`config.mk`:
```
export PLATFORM = sky130hd
export DESIGN_NAME = pipe_addsub_flat
export DESIGN_NICKNAME = d
export VERILOG_FILES = /design/src/rtl/pipe_addsub_if.sv /design/src/rtl/pipe_addsub.sv /design/src/flat_wrapper.sv
export SDC_FILE = /design/constraint.sdc
export NUM_CORES = 1
export LEC_CHECK = 0
export BUFFER_PORTS_ARGS = -buffer_cell sky130_fd_sc_hd__buf_2
export CAP_MARGIN = 30
export CORE_MARGIN = 2
export CORE_UTILIZATION = 52
export DETAILED_ROUTE_END_ITERATION = 12
export PLACE_DENSITY = 0.86
export SLEW_MARGIN = 20
export SYNTH_ARGS = -nofsm -noshare
export SYNTH_HDL_FRONTEND = slang
export SYNTH_SLANG_ARGS = --single-unit
```
`constraint.sdc`:
```
create_clock -name clk -period 1.7 [get_ports clk]
set_input_delay 0.34 -clock clk [delete_from_list [all_inputs] [get_ports clk]]
set_output_delay 0.34 -clock clk [all_outputs]
set_load 0.05 [all_outputs]
```
`src/rtl/pipe_addsub_if.sv`:
```
// Handshake and data bundle for the segmented pipelined adder/subtractor.
// The slave modport is the adder side; the master modport is the side that
// supplies operands and consumes results.
interface pipe_addsub_if #(
    parameter int WIDTH = 16
);
    logic             in_valid;
    logic             in_ready;
    logic [WIDTH-1:0] a;
    logic [WIDTH-1:0] b;
    logic             c_in;
    logic             sub;
    logic             out_valid;
    logic             out_ready;
    logic [WIDTH-1:0] sum;
    logic             c_out;
    logic             ovf;

    modport master (
        output in_valid,
        output a,
        output b,
        output c_in,
        output sub,
        output out_ready,
        input  in_ready,
        input  out_valid,
        input  sum,
        input  c_out,
        input  ovf
    );

    modport slave (
        input  in_valid,
        input  a,
        input  b,
        input  c_in,
        input  sub,
        input  out_ready,
        output in_ready,
        output out_valid,
        output sum,
        output c_out,
        output ovf
    );
endinterface

```
`src/rtl/pipe_addsub.sv`:
```
// Segmented pipelined adder/subtractor.
// The operands are split into STAGES = WIDTH/SEG segments. Stage k adds
// segment k with the carry registered by stage k-1. Each stage registers:
//   - the partial sum,
//   - the carry out of its segment,
//   - the operand bits not yet consumed.
// Those operand bits are shifted down by SEG, so every stage reads its
// segment from bits [SEG-1:0] of the previous stage's operand registers.
// Subtraction inverts b and the borrow-in once, at entry. After that, the
// pipeline is a plain adder and c_out reads as "no borrow".
// WIDTH must be an integer multiple of SEG.
// The whole pipeline advances together unless the output beat is stalled.
// Bubbles travel through as invalid stages and are never compacted.
module pipe_addsub #(
    parameter int WIDTH = 16,
    parameter int SEG   = 4
) (
    input  logic         clk,
    input  logic         rst_n,
    pipe_addsub_if.slave bus
);

    localparam int STAGES = WIDTH / SEG;
    localparam int LAST   = STAGES - 1;

    // Global stall: the output beat is present and not being taken.
    logic w_stall;

    // Stage-0 operands after add/sub conditioning.
    logic [WIDTH-1:0] w_in_a;
    logic [WIDTH-1:0] w_in_b;
    logic             w_in_cy;

    // Registered state of every stage, gathered so the next stage can read it.
    logic [STAGES-1:0]            w_vld_q;
    logic [STAGES-1:0]            w_cy_q;
    logic [STAGES-1:0][WIDTH-1:0] w_a_q;
    logic [STAGES-1:0][WIDTH-1:0] w_b_q;
    logic [STAGES-1:0][WIDTH-1:0] w_sum_q;

    // Overflow flag, produced by the final stage only.
    logic r_ovf;

    // The final stage's leftover operand registers feed nothing downstream.
    logic w_unused_tail;

    assign w_stall      = w_vld_q[LAST] & ~bus.out_ready;
    assign bus.in_ready = ~w_stall;

    assign w_in_a  = bus.a;
    assign w_in_b  = bus.b ^ {WIDTH{bus.sub}};
    assign w_in_cy = bus.c_in ^ bus.sub;

    assign w_unused_tail = ^{w_a_q[LAST], w_b_q[LAST]};

    assign bus.out_valid = w_vld_q[LAST];
    assign bus.sum       = w_sum_q[LAST];
    assign bus.c_out     = w_cy_q[LAST];
    assign bus.ovf       = r_ovf;

    genvar k;
    generate
        for (k = 0; k < STAGES; k++) begin : g_stage
            logic [WIDTH-1:0] w_src_a;
            logic [WIDTH-1:0] w_src_b;
            logic [WIDTH-1:0] w_src_sum;
            logic             w_src_cy;
            logic             w_src_vld;
            logic [SEG:0]     w_seg;
            logic [WIDTH-1:0] w_nxt_sum;

            logic             r_vld;
            logic             r_cy;
            logic [WIDTH-1:0] r_a;
            logic [WIDTH-1:0] r_b;
            logic [WIDTH-1:0] r_sum;

            if (k == 0) begin : g_src_in
                assign w_src_a   = w_in_a;
                assign w_src_b   = w_in_b;
                assign w_src_sum = {WIDTH{1'b0}};
                assign w_src_cy  = w_in_cy;
                assign w_src_vld = bus.in_valid;
            end else begin : g_src_prev
                assign w_src_a   = w_a_q[k-1];
                assign w_src_b   = w_b_q[k-1];
                assign w_src_sum = w_sum_q[k-1];
                assign w_src_cy  = w_cy_q[k-1];
                assign w_src_vld = w_vld_q[k-1];
            end

            // The low SEG bits of the incoming operands are always this stage's segment.
            assign w_seg = {1'b0, w_src_a[SEG-1:0]}
                         + {1'b0, w_src_b[SEG-1:0]}
                         + {{SEG{1'b0}}, w_src_cy};

            // Merge this stage's segment result into the partial sum.
            always_comb begin
                w_nxt_sum                 = w_src_sum;
                w_nxt_sum[k*SEG +: SEG]   = w_seg[SEG-1:0];
            end

            // Stage register: valid follows the pipeline; data loads only with a valid beat.
            always_ff @(posedge clk or negedge rst_n) begin
                if (!rst_n) begin
                    r_vld <= 1'b0;
                    r_cy  <= 1'b0;
                    r_a   <= {WIDTH{1'b0}};
                    r_b   <= {WIDTH{1'b0}};
                    r_sum <= {WIDTH{1'b0}};
                end else if (!w_stall) begin
                    r_vld <= w_src_vld;
                    if (w_src_vld) begin
                        r_cy  <= w_seg[SEG];
                        r_a   <= w_src_a >> SEG;
                        r_b   <= w_src_b >> SEG;
                        r_sum <= w_nxt_sum;
                    end
                end
            end

            assign w_vld_q[k] = r_vld;
            assign w_cy_q[k]  = r_cy;
            assign w_a_q[k]   = r_a;
            assign w_b_q[k]   = r_b;
            assign w_sum_q[k] = r_sum;

            if (k == LAST) begin : g_ovf
                // Carry into the MSB is a^b^s at that bit; overflow is it XOR carry out.
                logic w_ovf_nxt;
                assign w_ovf_nxt = w_src_a[SEG-1] ^ w_src_b[SEG-1]
                                 ^ w_seg[SEG-1] ^ w_seg[SEG];

                // Overflow register, loaded alongside the final partial sum.
                always_ff @(posedge clk or negedge rst_n) begin
                    if (!rst_n) begin
                        r_ovf <= 1'b0;
                    end else if (!w_stall && w_src_vld) begin
                        r_ovf <= w_ovf_nxt;
                    end
                end
            end
        end
    endgenerate

endmodule

```
`src/flat_wrapper.sv`:
```
// flat-port wrapper written by rule: the top's interface ports become plain ports
module pipe_addsub_flat 
#(
    parameter int WIDTH = 16,
    parameter int SEG   = 4
)
  (clk, rst_n, bus_in_valid, bus_a, bus_b, bus_c_in, bus_sub, bus_out_ready, bus_in_ready, bus_out_valid, bus_sum, bus_c_out, bus_ovf);
  pipe_addsub_if #(.WIDTH(WIDTH)) bus_i ();
  input  logic clk;
  input  logic rst_n;
  input wire logic [$bits(bus_i.in_valid)-1:0] bus_in_valid;
  input wire logic [$bits(bus_i.a)-1:0] bus_a;
  input wire logic [$bits(bus_i.b)-1:0] bus_b;
  input wire logic [$bits(bus_i.c_in)-1:0] bus_c_in;
  input wire logic [$bits(bus_i.sub)-1:0] bus_sub;
  input wire logic [$bits(bus_i.out_ready)-1:0] bus_out_ready;
  output wire logic [$bits(bus_i.in_ready)-1:0] bus_in_ready;
  output wire logic [$bits(bus_i.out_valid)-1:0] bus_out_valid;
  output wire logic [$bits(bus_i.sum)-1:0] bus_sum;
  output wire logic [$bits(bus_i.c_out)-1:0] bus_c_out;
  output wire logic [$bits(bus_i.ovf)-1:0] bus_ovf;
  assign bus_i.in_valid = bus_in_valid;
  assign bus_i.a = bus_a;
  assign bus_i.b = bus_b;
  assign bus_i.c_in = bus_c_in;
  assign bus_i.sub = bus_sub;
  assign bus_i.out_ready = bus_out_ready;
  assign bus_in_ready = bus_i.in_ready;
  assign bus_out_valid = bus_i.out_valid;
  assign bus_sum = bus_i.sum;
  assign bus_c_out = bus_i.c_out;
  assign bus_ovf = bus_i.ovf;
  pipe_addsub #(.WIDTH(WIDTH), .SEG(SEG)) u_core (.clk(clk), .rst_n(rst_n), .bus(bus_i));
endmodule
```
Yosys cells after proc, flatten, opt, wreduce, memory -nomap -nowiden
Cells that the tools add are included.
Widths: inputs -> output; s select.
Word-level totals
  register bits after elaboration: 97
  input port bits: 38
  output and inout bits: 20
  word-level logic and storage cells: 41
Operators by class
  $add $sub $neg: 8
  bitwise operators: 8
  reductions and logical operators: 6
Operators by type and width (count)
  $add 4x4->5: 4
  $add 5x1->5: 4
  $xor 16x16->16: 1
  $reduce_and 2->1: 4
  $xor 1x1->1: 4
  $not 1->1: 2
  $and 1x1->1: 1
  $logic_and 1x1->1: 1
  $logic_not 1->1: 1

Depth between registers and ports, before layout
  word-level depth: 4
  mapped depth: 10
  depth with buffers taken out: 8

Least setup slack after synthesis
No wires, ideal clock.
  kind: input -> register
  start point: input bus_sub
  end point: register u_core.g_stage[0].r_sum[1]
  library setup time: 0.125 ns
  data arrival time: 1.956 ns
  data required time: 1.575 ns
  setup slack: -0.381 ns
  stages: 7
  cells stage by stage: buf_4 -> buf_4 -> xnor2_1 -> fa_1 -> inv_1 -> fa_1 -> mux2_4
On the way
  longest elaborated chain between the ends: 3
  elaborated cells between the ends (all ways): 4
  classes of those cells: 2 x add/sub; 2 x bitwise
Ends and longest elaborated chain
  from (decl): line flat_wrapper.sv:15  | input wire logic [$bits(bus_i.sub)-1:0] bus_sub;
  $xor 16x16->16: line pipe_addsub.sv:51  | assign w_in_b = bus.b ^ {WIDTH{bus.sub}};
  $add 4x4->5: line pipe_addsub.sv:94  | + {1'b0, w_src_b[SEG-1:0]}
  $add 5x1->5 (*): line pipe_addsub.sv:95  | + {{SEG{1'b0}}, w_src_cy};
  named net u_core.g_stage[0].w_seg[1]: line pipe_addsub.sv:69  | logic [SEG:0] w_seg;
  to (signal assigned): line pipe_addsub.sv:110  | r_sum <= {WIDTH{1'b0}};
  to (signal assigned): line pipe_addsub.sv:117  | r_sum <= w_nxt_sum;
  to (decl): line pipe_addsub.sv:76  | logic [WIDTH-1:0] r_sum;
Mark *: on every way through the listed nets, which the timed path passes. The rest lies on a longest branch.
A chain may end at the register's enable or synchronous reset.

Worst setup path after layout
  start point: register u_core.g_stage[1].r_b[0]
  end point: register u_core.g_stage[2].r_cy
On the way
  longest elaborated chain between the ends: 2
Ends and longest elaborated chain
  from (decl): line pipe_addsub.sv:75  | logic [WIDTH-1:0] r_b;
  from (signal assigned): line pipe_addsub.sv:109  | r_b <= {WIDTH{1'b0}};
  from (signal assigned): line pipe_addsub.sv:116  | r_b <= w_src_b >> SEG;
  $add 4x4->5: line pipe_addsub.sv:94
  $add 5x1->5: line pipe_addsub.sv:95
  to (signal assigned): line pipe_addsub.sv:114  | r_cy <= w_seg[SEG];
  to (decl): line pipe_addsub.sv:73  | logic r_cy;
No other way between the ends.

==> summary.txt <==
Setup path
  • CP max FO: 2
  • Crit path largest cell delay: ~0.43 ns
  • Slowest stage cell, crit path: fa_2
  • WP buf/inv: 0
  • CP required: 1.93 ns
  • Most frequent CP cell: fa_2
  • Critical path, cell by cell: fa_2, fa_2, a21o_1, a211oi_2, a21oi_1
  • Kind of critical path: reg2reg
  • CP Data Arrival Time: roughly 2 ns
  • CP endpoint kind: flip-flop
  • CP startpoint kind: flip-flop
  • Top delay family on crit path: adder cells

Power and ir drop
  • Sequential power share: 0.372
  • Clock Power Share: 0.154
  • Switching share of power: 0.372
  • NetSw: 0.00399 W
  • Comb power frac: 0.474
  • Internal: 0.00672 W
  • P per Cell Area: ~2000 nW/um2
  • VDD IR-drop max: roughly 0.66 mV
  • Leakage power: ~2.6 nW

Layout
  • Share of cells above drive strength 1: 0.448
  • Fin nets: 459
  • Final Util: 0.640
  • Area grow syn2layout: 18.4%
  • # diodes: 0

Synth
  • Synth Flop Type: dfrtp_1
  • #FFs+latches synth: 97
  • Top-count cell post-synth: dfrtp_1
  • Syn Nets: between 300 and 400
  • Top post-synthesis cells by count: dfrtp_1, mux2_4, nand2_1
  • Post-Syn Instances: approximately 330
  • Mapped cell area: between 4000 and 5000 um2
  • Ranking of synthesized cells by area: dfrtp_1, mux2_4, mux2_2, fa_1, ha_1
  • Cell taking the most area after synthesis: dfrtp_1
  • Sequential area share after synthesis: 0.541
  • Synth Area per Inst: between 10 and 15 um2
  • Ys Warns: 0
  • Cell variety after synth: 26
  • Post-synth EDFFs: 0
  • Synth top area share: 0.541
  • Async SR Flop Fraction: 1.00

Flow run
  • Max-cap viol count: 0

Floorplan
  • Num rows: 33
  • Core ar.: 8300 um2
  • Die Ht: slightly below 100 um
  • Ports: 58
  • Die ar.: approximately 9400 um2
  • Initial core utilization: 0.540
  • Die width: approximately 97 um

Drt
  • DR vias: around 2600
  • Post-route ant nets: 0
  • Routed length per instance: around 15 um
  • Drt first pass iters: 4
  • Remaining DRCs: 0
  • Starting DRT DRC Count: 170
  • Post-Route WL: about 7600 um
  • Routed vias/inst: roughly 5.1

CTS
  • Clk sinks: 97
  • Htree depth: 3
  • Clock slew at the register clock pins of the worst setup and hold paths: approximately 0.10 ns
  • Max Buffers Root-to-Sink: 2
  • TritonCTS clock tree: yes
  • CTS Root Cell: clkbuf_8
  • Cts bufs inserted: 9
  • Worst skew pair latency: between 0.3 and 0.4 ns

Place
  • GPL Wtd Cong: 0.770
  • IO Port Bufs: 57
  • Hpwl dp: 5200 um

Timing
  • Min Hold Slack: -0.0325 ns
  • Post-route clock period utilization: 1.06
  • Fmax: about 560 MHz
  • Final hold viol count: 8
  • Tmin final: between 1.5 and 2 ns
  • Fin Clk Skew: between 0.01 and 0.015 ns
  • Slew at the pin closest to its max-slew limit: ~0.53 ns
  • Unrepaired setup endpoints after global routing: yes
  • Fin. max-slew vios: 0
  • Worst slew margin: 0.646
  • Final setup vio count: 4
  • Fin worst setup slack: -0.0967 ns

Outcome
  • Failing checks: negative hold slack, negative setup slack
  • Outcome: finished, violations left

Global route
  • First-pass GRT wire length: between 10000 and 15000 um
  • Vias in the first global route: 2720
  • Initial antenna violation count: 0
  • GRT Total Usage: 0.167
  • Total grt overflow: 0
  • Largest net degree at the start of global routing: around 100

Min path
  • HP Class: in2async
==> what timing repair did <==
item                       in CTS  in global routing
gates resized for setup         8                 11
gates cloned                    0                  0
hold buffers                    0                  0
setup endpoints to repair       7                 10
setup buffers                   2                  0
pin swaps                       7                  8
==> state kept, by name, indices dropped and copies added, names as in the netlist <==
name                  flops
u_core.g_stage.r_b       24
u_core.g_stage.r_a       24
u_core.g_stage.r_sum     24
u_core.g_stage.r_cy       3
u_core.g_stage.r_vld      3
u_core.bus.sum           16
u_core.bus.c_out          1
u_core.bus.out_valid      1
u_core.bus.ovf            1
==> metrics by stage <==
| step | total power (W) | worst slack (ns) | instance area (um2) | instances | setup TNS [ns] |
|---|---|---|---|---|---|
| 2_1_floorplan | 0.00767 | -0.247 | 4540 | 326 | -0.606 |
| 3_3_place_gp | 0.00851 | -0.159 | 5020 | 493 | -0.634 |
| 6_report | 0.0107 | -0.0967 | 5310 | 511 | -0.185 |
| 4_1_cts | 0.0106 | -0.0788 | 5280 | 511 | -0.133 |
| 3_5_place_dp | 0.00878 | -0.287 | 5020 | 493 | -1.04 |
| 5_1_grt | 0.0114 | -0.163 | 5310 | 511 | -0.776 |
==> final cells by class <==
cell class	count	area [um2]
Clock buffer	10	138
Clock inverter	6	90.1
Fill cell	591	2990
Inverter	18	67.6
Multi-Input combinational cell	197	1950
Sequential cell	97	2430
Tap cell	105	131
Timing Repair Buffer	78	502
==> power groups by stage <==
stage	clock, W	sequential (W)	combinational [W]
finish	0.00165	0.00399	0.00507
global route	0.00179	0.00413	0.00548
CTS	0.00168	0.00398	0.00491
detailed placement	0	0.00402	0.00476
global placement	0	0.00396	0.00455
floorplan	0	0.00458	0.00309
==> final timing paths <==
| check | start | cells after the start | end | slack (ns) |
|---|---|---|---|---|
| worst min-delay path | rst_n | 2 | u_core.g_stage[0].r_b[1]$_DFFE_PN0P_ | -0.03 |
| min in group clk | bus_a[6] | 2 | u_core.g_stage[0].r_a[2]$_DFFE_PN0P_ | 0.21 |
| worst min register to register | u_core.bus.sum[12]$_DFFE_PN0P_ | 2 | u_core.bus.sum[12]$_DFFE_PN0P_ | 0.48 |
| worst max-delay path | u_core.g_stage[1].r_b[0]$_DFFE_PN0P_ | 5 | u_core.g_stage[2].r_cy$_DFFE_PN0P_ | -0.1 |
| max in group asynchronous | rst_n | 2 | u_core.g_stage[1].r_b[1]$_DFFE_PN0P_ | 1.28 |
| worst max register to register | u_core.g_stage[1].r_b[0]$_DFFE_PN0P_ | 5 | u_core.g_stage[2].r_cy$_DFFE_PN0P_ | -0.1 |
==> layout by cell type (no fill, tap or decap), types with 3 or more instances in the layout <==
master / instances
mux2_2: 16
inv_2: 3
o21ai_0: 23
buf_2: 55
ha_1: 12
fa_2: 7
buf_4: 17
xor2_1: 9
clkbuf_8: 10
xnor2_1: 12
a21oi_1: 5
nand2_1: 30
buf_12: 4
inv_1: 15
nand2_4: 3
o21ai_1: 7
mux2_4: 47
nor2_1: 3
dfrtp_1: 97
xnor2_2: 3
==> cells by family after synthesis <==
kind of cell	synth area share
and+or+nand+nor	0.0455
buffers and inverters	0.0416
muxes	0.198
AOI/OAI and AO/OA	0.0578
xor gates and xnor gates	0.0469
DFF	0.541
adders and majority gates	0.0692
==> per-layer routing <==
metal / track usage / part of all wire / wire length (um) / vias up
li1: - / - / - / 1252
met1: 0.235 / 0.49 / 3730 / 1252
met2: 0.255 / 0.45 / 3410 / 65
met3: 0.0368 / 0.037 / 281 / 22
met4: 0.0672 / 0.022 / 165 / 0
met5: 0 / 0 / 0 / -
==> worst reg2reg max path, cell delays in order (launching register included) <==
cell,delay [ns]
dfrtp_1,0.42
fa_2,0.43
fa_2,0.39
a21o_1,0.18
a211oi_2,0.18
a21oi_1,0.06
Note: power is estimated with default switching activity, not from simulation.
